$ cat src/rtl/vend_pkg.sv
// Shared definitions for the vending front end and its controller.
//   act_state_e : actuator sequencer states (2-bit)
//   EV_*        : bit positions of the fifty/dollar/cancel lines in event vectors
//   INIT/FIFTY/VEND/RETURN : controller FSM state codes, shared with the controller
package vend_pkg;

   typedef enum logic [1:0] {
      ACT_IDLE = 2'd0,
      ACT_RET  = 2'd1,
      ACT_VND  = 2'd2,
      ACT_GAP  = 2'd3
   } act_state_e;

   localparam int EV_FIFTY  = 0;
   localparam int EV_DOLLAR = 1;
   localparam int EV_CANCEL = 2;
   localparam int EV_NUM    = 3;

   localparam logic [1:0] INIT   = 2'd0;
   localparam logic [1:0] FIFTY  = 2'd1;
   localparam logic [1:0] VEND   = 2'd2;
   localparam logic [1:0] RETURN = 2'd3;

endpackage

$ cat src/rtl/coin_mech_if_if.sv
// Signal bundle between the coin mechanism front end and its surroundings
// (coin/cancel sensors, controller FSM, solenoid drivers).
//   slave  : the coin mechanism (coin_mech_if)
//   master : sensors + controller side (or a testbench)
//
// Signalling: there is no valid/ready back-pressure anywhere on this bus.
// fifty/dollar/cancel are single-cycle event strobes; the controller must
// consume them in the cycle they are high. moneyReturn/dispense are level
// requests whose rising edge is the request; holding them high does not
// repeat it. Solenoid outputs are level drives. act_state and levels are
// debug observation points only.
interface coin_mech_if_if;
   logic       coin50_raw;
   logic       coin100_raw;
   logic       cancel_raw;
   logic       insertCoin;
   logic       moneyReturn;
   logic       dispense;
   logic       fifty;
   logic       dollar;
   logic       cancel;
   logic       reject_gate;
   logic       return_sol;
   logic       vend_sol;
   logic       busy;
   logic [1:0] act_state;
   logic [2:0] levels;

   modport slave (
      input  coin50_raw, coin100_raw, cancel_raw,
      input  insertCoin, moneyReturn, dispense,
      output fifty, dollar, cancel,
      output reject_gate, return_sol, vend_sol, busy,
      output act_state, levels
   );

   modport master (
      output coin50_raw, coin100_raw, cancel_raw,
      output insertCoin, moneyReturn, dispense,
      input  fifty, dollar, cancel,
      input  reject_gate, return_sol, vend_sol, busy,
      input  act_state, levels
   );
endinterface

$ cat src/rtl/coin_mech_if_debounce.sv
// Synchroniser + debouncer for one asynchronous sensor line.
//   clk, rst : clock, synchronous active-high reset
//   raw      : asynchronous sensor input
//   level    : debounced level (registered)
//   rise     : one-cycle strobe in the cycle the debounced level goes 0->1
module coin_debounce #(
   parameter int DEBOUNCE_CYCLES = 4
) (
   input  logic clk,
   input  logic rst,
   input  logic raw,
   output logic level,
   output logic rise
);

   localparam int CW = $clog2(DEBOUNCE_CYCLES + 1);
   localparam logic [CW-1:0] CNT_LAST = CW'(DEBOUNCE_CYCLES - 1);
   localparam logic [CW-1:0] CNT_ONE  = CW'(1);

   logic          sync1;
   logic          sync2;
   logic [CW-1:0] cnt;
   logic          flip;

   // The counter holds the number of mismatching cycles already seen, so the
   // level flips on the DEBOUNCE_CYCLES-th consecutive mismatching cycle.
   assign flip = (sync2 != level) && (cnt == CNT_LAST);
   // Combinational so the owner can arbitrate on it in the flip cycle.
   assign rise = flip & sync2;

   always_ff @(posedge clk) begin
      if (rst) begin
         sync1 <= 1'b0;
         sync2 <= 1'b0;
         level <= 1'b0;
         cnt   <= '0;
      end else begin
         sync1 <= raw;
         sync2 <= sync1;
         if (sync2 == level) begin
            cnt <= '0;
         end else if (flip) begin
            level <= sync2;
            cnt   <= '0;
         end else begin
            cnt <= cnt + CNT_ONE;
         end
      end
   end

endmodule

$ cat src/rtl/coin_mech_if.sv
// Coin mechanism front end for the vending controller.
//   clk, rst : clock, synchronous active-high reset
//   bus      : coin_mech_if_if.slave
//     in : coin50_raw, coin100_raw, cancel_raw (async sensors),
//          insertCoin, moneyReturn, dispense (from controller FSM)
//     out: fifty, dollar, cancel (one-cycle events), reject_gate,
//          return_sol, vend_sol (solenoids), busy, act_state/levels (debug)
// Sensor lines are debounced, held one-deep as pending events and issued
// one per cycle (cancel > dollar > fifty). Coins that cannot be accepted
// pulse the reject gate. Return/vend requests run a solenoid sequencer.
module coin_mech_if
   import vend_pkg::*;
#(
   parameter int DEBOUNCE_CYCLES = 4,
   parameter int SOLENOID_CYCLES = 8
) (
   input logic          clk,
   input logic          rst,
   coin_mech_if_if.slave bus
);

   localparam int SW = $clog2(SOLENOID_CYCLES + 1);
   localparam logic [SW-1:0] SOL_LOAD = SW'(SOLENOID_CYCLES);
   localparam logic [SW-1:0] SOL_ONE  = SW'(1);

   localparam logic [1:0] S_IDLE = ACT_IDLE;
   localparam logic [1:0] S_RET  = ACT_RET;
   localparam logic [1:0] S_VND  = ACT_VND;
   localparam logic [1:0] S_GAP  = ACT_GAP;

   // ---------------- input path ----------------
   logic [EV_NUM-1:0] raw_vec;
   logic [EV_NUM-1:0] level_vec;
   logic [EV_NUM-1:0] rise_vec;

   assign raw_vec[EV_FIFTY]  = bus.coin50_raw;
   assign raw_vec[EV_DOLLAR] = bus.coin100_raw;
   assign raw_vec[EV_CANCEL] = bus.cancel_raw;
   assign bus.levels         = level_vec;

   for (genvar i = 0; i < EV_NUM; i++) begin : g_db
      coin_debounce #(.DEBOUNCE_CYCLES(DEBOUNCE_CYCLES)) u_db (
         .clk   (clk),
         .rst   (rst),
         .raw   (raw_vec[i]),
         .level (level_vec[i]),
         .rise  (rise_vec[i])
      );
   end

   // ---------------- event arbitration ----------------
   logic [EV_NUM-1:0] pend;
   logic [EV_NUM-1:0] cand;
   logic [EV_NUM-1:0] win;
   logic              coin_ok;
   logic              reject_now;
   logic [SW-1:0]     rej_cnt;

   // A rise on an already-pending line merges into the existing flag.
   assign cand    = pend | rise_vec;
   assign coin_ok = bus.insertCoin & ~bus.busy;

   always_comb begin
      win = '0;
      if (cand[EV_CANCEL])      win[EV_CANCEL] = 1'b1;
      else if (cand[EV_DOLLAR]) win[EV_DOLLAR] = 1'b1;
      else if (cand[EV_FIFTY])  win[EV_FIFTY]  = 1'b1;
      reject_now = (win[EV_DOLLAR] | win[EV_FIFTY]) & ~coin_ok;
   end

   always_ff @(posedge clk) begin
      if (rst) begin
         pend            <= '0;
         bus.fifty       <= 1'b0;
         bus.dollar      <= 1'b0;
         bus.cancel      <= 1'b0;
         bus.reject_gate <= 1'b0;
         rej_cnt         <= '0;
      end else begin
         pend       <= cand & ~win;
         bus.cancel <= win[EV_CANCEL];
         bus.dollar <= win[EV_DOLLAR] & coin_ok;
         bus.fifty  <= win[EV_FIFTY] & coin_ok;
         // The gate goes high in the reject cycle and stays high while the
         // remaining count is above one, giving SOLENOID_CYCLES high cycles.
         // A new reject reloads the count, stretching the pulse.
         if (reject_now) begin
            rej_cnt         <= SOL_LOAD;
            bus.reject_gate <= 1'b1;
         end else begin
            if (rej_cnt != '0) rej_cnt <= rej_cnt - SOL_ONE;
            bus.reject_gate <= (rej_cnt > SOL_ONE);
         end
      end
   end

   // ---------------- actuator sequencer ----------------
   logic [1:0]    state;
   logic [1:0]    state_n;
   logic [SW-1:0] sol_cnt;
   logic [SW-1:0] cnt_n;
   logic          ret_req;
   logic          vnd_req;
   logic          ret_n;
   logic          vnd_n;
   logic          mr_q;
   logic          dp_q;
   logic          mr_rise;
   logic          dp_rise;

   assign mr_rise       = bus.moneyReturn & ~mr_q;
   assign dp_rise       = bus.dispense & ~dp_q;
   assign bus.act_state = state;

   always_comb begin
      state_n = state;
      cnt_n   = sol_cnt;
      // A request edge during its own active phase is absorbed.
      ret_n   = ret_req | (mr_rise & (state != S_RET));
      vnd_n   = vnd_req | (dp_rise & (state != S_VND));
      case (state)
         // GAP makes the same choice IDLE would, so queued work follows after
         // exactly one dead cycle instead of an extra pass through IDLE.
         S_IDLE, S_GAP: begin
            if (ret_req) begin
               state_n = S_RET;
               cnt_n   = SOL_LOAD;
               ret_n   = 1'b0;
            end else if (vnd_req) begin
               state_n = S_VND;
               cnt_n   = SOL_LOAD;
               vnd_n   = 1'b0;
            end else begin
               state_n = S_IDLE;
            end
         end
         S_RET, S_VND: begin
            if (sol_cnt == SOL_ONE) begin
               state_n = S_GAP;
               cnt_n   = '0;
            end else begin
               cnt_n = sol_cnt - SOL_ONE;
            end
         end
         default: state_n = S_IDLE;
      endcase
   end

   always_ff @(posedge clk) begin
      if (rst) begin
         state          <= S_IDLE;
         sol_cnt        <= '0;
         ret_req        <= 1'b0;
         vnd_req        <= 1'b0;
         mr_q           <= 1'b0;
         dp_q           <= 1'b0;
         bus.return_sol <= 1'b0;
         bus.vend_sol   <= 1'b0;
         bus.busy       <= 1'b0;
      end else begin
         state          <= state_n;
         sol_cnt        <= cnt_n;
         ret_req        <= ret_n;
         vnd_req        <= vnd_n;
         mr_q           <= bus.moneyReturn;
         dp_q           <= bus.dispense;
         bus.return_sol <= (state_n == S_RET);
         bus.vend_sol   <= (state_n == S_VND);
         bus.busy       <= (state_n != S_IDLE);
      end
   end

endmodule

$ cat src/flat_wrapper.sv
// flat-port wrapper written by rule: the top's interface ports become plain ports
module coin_mech_if_flat import vend_pkg::*;
#(
   parameter int DEBOUNCE_CYCLES = 4,
   parameter int SOLENOID_CYCLES = 8
)
  (clk, rst, bus_coin50_raw, bus_coin100_raw, bus_cancel_raw, bus_insertCoin, bus_moneyReturn, bus_dispense, bus_fifty, bus_dollar, bus_cancel, bus_reject_gate, bus_return_sol, bus_vend_sol, bus_busy, bus_act_state, bus_levels);
  coin_mech_if_if bus_i ();
  input logic clk;
  input logic rst;
  input wire logic [$bits(bus_i.coin50_raw)-1:0] bus_coin50_raw;
  input wire logic [$bits(bus_i.coin100_raw)-1:0] bus_coin100_raw;
  input wire logic [$bits(bus_i.cancel_raw)-1:0] bus_cancel_raw;
  input wire logic [$bits(bus_i.insertCoin)-1:0] bus_insertCoin;
  input wire logic [$bits(bus_i.moneyReturn)-1:0] bus_moneyReturn;
  input wire logic [$bits(bus_i.dispense)-1:0] bus_dispense;
  output wire logic [$bits(bus_i.fifty)-1:0] bus_fifty;
  output wire logic [$bits(bus_i.dollar)-1:0] bus_dollar;
  output wire logic [$bits(bus_i.cancel)-1:0] bus_cancel;
  output wire logic [$bits(bus_i.reject_gate)-1:0] bus_reject_gate;
  output wire logic [$bits(bus_i.return_sol)-1:0] bus_return_sol;
  output wire logic [$bits(bus_i.vend_sol)-1:0] bus_vend_sol;
  output wire logic [$bits(bus_i.busy)-1:0] bus_busy;
  output wire logic [$bits(bus_i.act_state)-1:0] bus_act_state;
  output wire logic [$bits(bus_i.levels)-1:0] bus_levels;
  assign bus_i.coin50_raw = bus_coin50_raw;
  assign bus_i.coin100_raw = bus_coin100_raw;
  assign bus_i.cancel_raw = bus_cancel_raw;
  assign bus_i.insertCoin = bus_insertCoin;
  assign bus_i.moneyReturn = bus_moneyReturn;
  assign bus_i.dispense = bus_dispense;
  assign bus_fifty = bus_i.fifty;
  assign bus_dollar = bus_i.dollar;
  assign bus_cancel = bus_i.cancel;
  assign bus_reject_gate = bus_i.reject_gate;
  assign bus_return_sol = bus_i.return_sol;
  assign bus_vend_sol = bus_i.vend_sol;
  assign bus_busy = bus_i.busy;
  assign bus_act_state = bus_i.act_state;
  assign bus_levels = bus_i.levels;
  coin_mech_if #(.DEBOUNCE_CYCLES(DEBOUNCE_CYCLES), .SOLENOID_CYCLES(SOLENOID_CYCLES)) u_core (.clk(clk), .rst(rst), .bus(bus_i));
endmodule
$ cat config.mk
export PLATFORM = sky130hd
export DESIGN_NAME = coin_mech_if_flat
export DESIGN_NICKNAME = d
export VERILOG_FILES = /design/src/rtl/vend_pkg.sv /design/src/rtl/coin_mech_if_if.sv /design/src/rtl/coin_mech_if_debounce.sv /design/src/rtl/coin_mech_if.sv /design/src/flat_wrapper.sv
export SDC_FILE = /design/constraint.sdc
export NUM_CORES = 1
export LEC_CHECK = 0
export CORE_UTILIZATION = 55
export CTS_CLUSTER_SIZE = 24
export DETAILED_ROUTE_END_ITERATION = 10
export HOLD_SLACK_MARGIN = 0.1
export PLACE_DENSITY = 0.76
export SYNTH_ARGS = -nofsm -noshare
export SYNTH_HDL_FRONTEND = slang
export SYNTH_SLANG_ARGS = --single-unit
$ cat constraint.sdc
create_clock -name clk -period 3.2 [get_ports clk]
set_input_delay 0.64 -clock clk [delete_from_list [all_inputs] [get_ports clk]]
set_output_delay 0.64 -clock clk [all_outputs]
set_load 0.005 [all_outputs]
==> reports/qor.csv, run 1 <==
metric;value;unit
grt_antenna_before_repair;0;
fin_cells;228;
ir_drop;0.471;mV
min_period_over_period;0.605;
min_period;1940;ps
powerDensity;655;nW/um2
grt_pass1_vias;1200;
critPathBufInv;1;
synthesis.area;1710;um2
path_max_fanout;5;
met1_usage;0.239;
synth_ff_type;dfxtp_1;
global_route.usage.met2;0.317;
crit_path_top_delay_cell;clkdlybuf4s50_1;
syn_avg_cell_area;9.63;um2
hold_path.class;reg2reg;
overflow;0;
routed_wl;2960;um
violations;DRC;
synth_fp_nets;198;
drv_slew;0;
path_class;reg2out;
async_flop_share;0;
cp-end-kind;output port;
core_area;2850;um2
tns;0;ps
cts-resized-gates;0;
fin_nets;218;
critPathMaxStageDelay;530;ps
ys_types;37;
clock_latency;350;ps
cp-start-kind;flip-flop;
drtIter0Drc;52;
grt_pass1_wl;4970;um
vias;1267;
ios;20;
dieHeight;57.7;um
max_freq;516;MHz
via_per_inst;5.56;
gr-max-usage-layer;met2;
clkTransAtPathRegs;120;ps
initial_utilization;0.598;
cp_data_arrival_time;1300;ps
diodes;0;
grt_use_total;0.200;
finalSetupViolCount;0;
hold_ws;427;ps
required;2560;ps
cts_buffers;5;
first_pass_iters;7;
cts_sinks;41;
ant_nets;0;
portBuffers;19;
ys_ff_latch;41;
crit_chain;clkdlybuf4s50_1;
worst_slew_pin_slew;752;ps
finalPower;1.28;mW
syn_inst;177;
cts_root_buf;clkbuf_4;
die-width;57.7;um
status;finished, violations left;
skew;11.5;ps
synth_edf_count;0;
cts_setup_buffers;0;
dp_hpwl;2110;um
gp_congestion;0.785;
ys_seq_area_frac;0.481;
dieArea;3330;um2
yosys_warnings;0;
dp.cells;221;
p_leak;0.749;nW
cts_hold_buf;0;
final_layout_size_suffix_gt1_frac;0.0660;
num_rows;19;
grt_max_degree;23;
rsz0062_at_grt;no;
route.detailed.drc;1;
slew_headroom;0.497;
final-hold-violation-count;0;
maxCapViolCount;0;
cts_buffer_depth;2;
wire_per_inst;13.0;um
cp_top_family;buffers and inverters;
cts_tree;yes;
htreeDepth;2;
grtUsageMet3;0.0491;
area_growth;14.7;%
synth_stat cells, types with 2 or more instances:
master	number	area [um2]
a21oi_1	8	40.0
ha_1	13	163
inv_1	16	60.1
nor2_1	25	93.8
nor3_1	6	30.0
nand2b_1	2	12.5
nand3b_1	4	30.0
nor3b_1	2	15.0
dfxtp_1	41	821
mux2i_1	4	40.0
xnor2_1	4	35.0
o21ai_0	3	15.0
o22ai_2	2	25.0
buf_2	3	15.0
a211oi_1	4	30.0
nor2b_1	10	62.6
nand2_1	4	15.0
buf_4	3	22.5
and3b_1	2	17.5
or3_1	4	25.0
worst paths after layout:
path	depth (start not counted)	to	start	slack [ps]
min reg2reg	1	u_core.g_db[1].u_db.cnt[0]	u_core.g_db[1].u_db.cnt[0]	430
max	1	bus_levels[2]	u_core.g_db[2].u_db.level	1260
min	1	u_core.g_db[1].u_db.cnt[0]	u_core.g_db[1].u_db.cnt[0]	430
max reg2reg	5	u_core.sol_cnt[2]	u_core.bus.act_state[0]	1300
routing by layer:
layer	share of wire	wire (um)
met1	0.44	1290
met2	0.49	1440
met3	0.044	129
met4	0.033	98
met5	0	0
sequential cells by signal (all words and copies together), names as in the netlist, 2 cells and up:
| signal | count |
|---|---|
| u_core.g_db.u_db.sync2 | 3 |
| u_core.g_db.u_db.cnt | 9 |
| u_core.pend | 2 |
| u_core.sol_cnt | 4 |
| u_core.rej_cnt | 4 |
| u_core.bus.act_state | 2 |
| u_core.g_db.u_db.sync1 | 3 |
| u_core.g_db.u_db.level | 3 |
cells in the final DEF (no fill, tap or decap), drive strengths merged, types with 4 or more instances in the layout:
cell type      instances
nor2b                 10
or3                    5
nand3b                 4
ha                    13
nor3                   6
nand2                  4
a211oi                 4
a21oi                  8
clkdlybuf4s50         19
nor2                  25
clkbuf                 7
inv                   16
mux2i                  4
dfxtp                 41
xnor2                  4
kinds of logic (layout without fill, tap and decap cells):
group | after synthesis | after routing | synth area share
fa+ha+maj | 13 | 13 | 0.0954
compound gates | 21 | 21 | 0.0844
mux | 5 | 5 | 0.0301
buf+inv | 23 | 43 | 0.0594
simple gates | 70 | 70 | 0.229
flops | 41 | 41 | 0.481
xor+xnor | 4 | 4 | 0.0205
worst reg2reg max path, delay by kind of cell, from the launching register on:
kind / cells / cell delay, ps
fa+ha+maj: 1 / 470
flops: 1 / 420
buf+inv: 1 / 80
simple gates: 1 / 470
compound gates: 2 / 390
layout make-up:
class / instances / area (um2)
fillers: 220 / 897
flip-flops and latches: 41 / 821
multi-input cells: 113 / 783
repair buffers: 20 / 198
inverters: 16 / 60.1
clock buffers: 7 / 55.1
well taps: 31 / 38.8
metrics by stage:
step | setup slack (ps) | util | cell area [um2]
2_1_floorplan | 1730 | - | 1710
3_3_place_gp | 1000 | 0.666 | 1900
3_5_place_dp | 954 | 0.666 | 1900
4_1_cts | 1240 | 0.686 | 1960
5_1_grt | 1190 | 0.686 | 1960
6_report | 1260 | 0.686 | 1960
where the power goes:
| part | internal (mW) | switching, mW |
|---|---|---|
| registers | 0.577 | 0.0621 |
| logic | 0.195 | 0.185 |
| clock network | 0.104 | 0.158 |
(Power assumes the default switching activity.)
==> run 2, diff against run 1 <==
--- a/config.mk
+++ b/config.mk
@@ -5,11 +5,11 @@
 export SDC_FILE = /design/constraint.sdc
 export NUM_CORES = 1
 export LEC_CHECK = 0
-export CORE_UTILIZATION = 55
+export CORE_UTILIZATION = 54
 export CTS_CLUSTER_SIZE = 24
 export DETAILED_ROUTE_END_ITERATION = 10
 export HOLD_SLACK_MARGIN = 0.1
-export PLACE_DENSITY = 0.76
+export PLACE_DENSITY = 0.74
 export SYNTH_ARGS = -nofsm -noshare
 export SYNTH_HDL_FRONTEND = slang
 export SYNTH_SLANG_ARGS = --single-unit
==> constraint.sdc (replaced) <==
create_clock -name clk -period 2 [get_ports clk]
set_input_delay 0.4 -clock clk [delete_from_list [all_inputs] [get_ports clk]]
set_output_delay 0.4 -clock clk [all_outputs]
set_load 0.005 [all_outputs]
==> run 2 against run 1 <==
The run now ends clean; clock skew decreased by 1.2 ps; combinational power increased by 56%; register-to-register slack got worse by 1100 ps; critical path depth increased by 4; highest routed layer unchanged.
==> reports/qor.csv, run 2 (same netlist as run 1, synthesis figures left out) <==
metric;value;unit;change
p_leak;0.754;nW;was 0.749 nW
cp_data_arrival_time;2040;ps;was 1300 ps
cts_hold_buf;0;;unchanged
hold_path_end;u_core.g_db[2].u_db.cnt[0];;was u_core.g_db[1].u_db.cnt[0]
drtIter0Drc;34;;was 52
diodes;0;;unchanged
cts_buffer_depth;2;;unchanged
cp-start-kind;flip-flop;;unchanged
max_freq;564;MHz;
initial_utilization;0.563;;was 0.598
rsz0062_at_grt;no;;unchanged
via_per_inst;5.05;;was 5.56
hold_path.class;reg2reg;;unchanged
num_rows;20;;was 19
cp-end-kind;flip-flop;;was output port
finalSetupViolCount;0;;unchanged
ir_drop;0.510;mV;was 0.471 mV
min_period;1770;ps;
n_fill_cell;267;;was 220
path_max_fanout;12;;was 5
grt_pass1_wl;4820;um;was 4970 um
hold_start;u_core.g_db[2].u_db.cnt[0];;was u_core.g_db[1].u_db.cnt[0]
vias;1223;;was 1267
fin_nets;218;;unchanged
overflow;0;;unchanged
mostFrequentLayoutCells;41 x dfxtp_1, 25 x nor2_1, 19 x clkdlybuf4s50_1;;unchanged
startpoint;u_core.bus.act_state[0];;was u_core.g_db[2].u_db.level
top_register;u_core.g_db.u_db.cnt;;unchanged
cts_tree;yes;;unchanged
cts_sinks;41;;unchanged
skew;10.3;ps;was 11.5 ps
powerDensity;1010;nW/um2;was 655 nW/um2
ios;20;;unchanged
final-hold-violation-count;0;;unchanged
cts_root_buf;clkbuf_4;;unchanged
cts_buffers;5;;unchanged
wire_per_inst;11.3;um;was 13.0 um
route.detailed.drc;0;;was 1
maxCapViolCount;0;;unchanged
grt_pass1_vias;1209;;was 1200
finalPower;2.00;mW;was 1.28 mW
first_pass_iters;4;;was 7
final_layout_size_suffix_gt1_frac;0.0707;;was 0.0660
worst_slew_pin_slew;474;ps;was 752 ps
reg2reg_depth;5;;unchanged
portBuffers;19;;unchanged
r2r-end;u_core.sol_cnt[2];;unchanged
worstHoldPathCells;1;;unchanged
min_period_over_period;0.886;;
core_area;3030;um2;was 2850 um2
required;2270;ps;was 2560 ps
ant_nets;0;;unchanged
dieArea;3390;um2;was 3330 um2
gp_congestion;0.780;;was 0.785
cts_setup_buffers;0;;unchanged
clock_latency;350;ps;about the same
status;finished clean;;was finished, violations left
r2r-start;u_core.bus.act_state[0];;unchanged
drv_slew;0;;unchanged
path_class;reg2reg;;was reg2out
cts-resized-gates;0;;unchanged
die-width;58.2;um;was 57.7 um
htreeDepth;2;;unchanged
dieHeight;58.2;um;was 57.7 um
routed_wl;2740;um;was 2960 um
clkTransAtPathRegs;120;ps;about the same
largest_register_ffs;9;;unchanged
area_growth;16.1;%;was 14.7%
slew_headroom;0.684;;was 0.497
tns;0;ps;unchanged
grt_use_total;0.191;;was 0.200
grt_max_degree;36;;was 23
largest_registers;u_core.g_db.u_db.cnt (9), u_core.rej_cnt (4), u_core.sol_cnt (4);;unchanged
dp_hpwl;2010;um;was 2110 um
mostFrequentLayoutCell;dfxtp_1;;unchanged
r2r_setup_slack;230;ps;was 1300 ps
grt_antenna_before_repair;0;;unchanged
## run 2: critical path, cell delays in order, from the launching register on
cell and delay (ps):
dfxtp_1 380, inv_1 70, ha_1 470, nor3b_1 390
o21ai_0 160, a211oi_1 220
## run 2: area by class of cell
class                      instances  area, um2  share of cell area
sequential                        41        821               0.414
multi-input combinational        113        783               0.395
timing repair buffer              20        210               0.106
inverter                          16       60.1              0.0303
tap                               44       55.1              0.0278
clock buffer                       6       41.3              0.0208
clock inverter                     2       10.0             0.00505
## run 2: how the worst max path moves through the flow
stage	to	slack, ps	depth (start not counted)
floorplan	u_core.bus.reject_gate	530	5
global route	u_core.sol_cnt[2]	30	5
global placement	u_core.bus.reject_gate	360	4
CTS	u_core.sol_cnt[2]	220	5
finish	u_core.sol_cnt[2]	230	5
detailed placement	u_core.sol_cnt[2]	240	5
## run 2: where the power goes
group | leakage [nW] | internal [mW] | switching, mW
Combinational | 0.387 | 0.311 | 0.281
Sequential | 0.335 | 0.923 | 0.0946
Clock | 0.0320 | 0.134 | 0.253
## run 2: metrics by stage
stage	cells	setup WS [ps]	hold WS (ps)	util	cell area, um2
2_1_floorplan	177	534	399	-	1710
3_3_place_gp	234	362	407	0.637	1930
3_5_place_dp	234	238	417	0.637	1930
4_1_cts	242	216	435	0.654	1980
5_1_grt	242	26.0	465	0.654	1980
6_report	242	228	429	0.654	1980
## run 2: metal layers
| layer | track usage | vias up | part of all wire |
|---|---|---|---|
| met5 | 0 | - | 0 |
| met4 | 0.119 | 0 | 0.023 |
| met3 | 0.0536 | 8 | 0.034 |
| met2 | 0.327 | 21 | 0.49 |
| met1 | 0.207 | 561 | 0.45 |
| li1 | - | 633 | - |
==> run 3, diff against run 2 <==
--- a/config.mk
+++ b/config.mk
@@ -5,6 +5,7 @@
 export SDC_FILE = /design/constraint.sdc
 export NUM_CORES = 1
 export LEC_CHECK = 0
+export CAP_MARGIN = 20
 export CORE_UTILIZATION = 54
 export CTS_CLUSTER_SIZE = 24
 export DETAILED_ROUTE_END_ITERATION = 10
==> results of run 3 <==
Same layout as run 2: the final DEF is identical, and so are final timing and power.
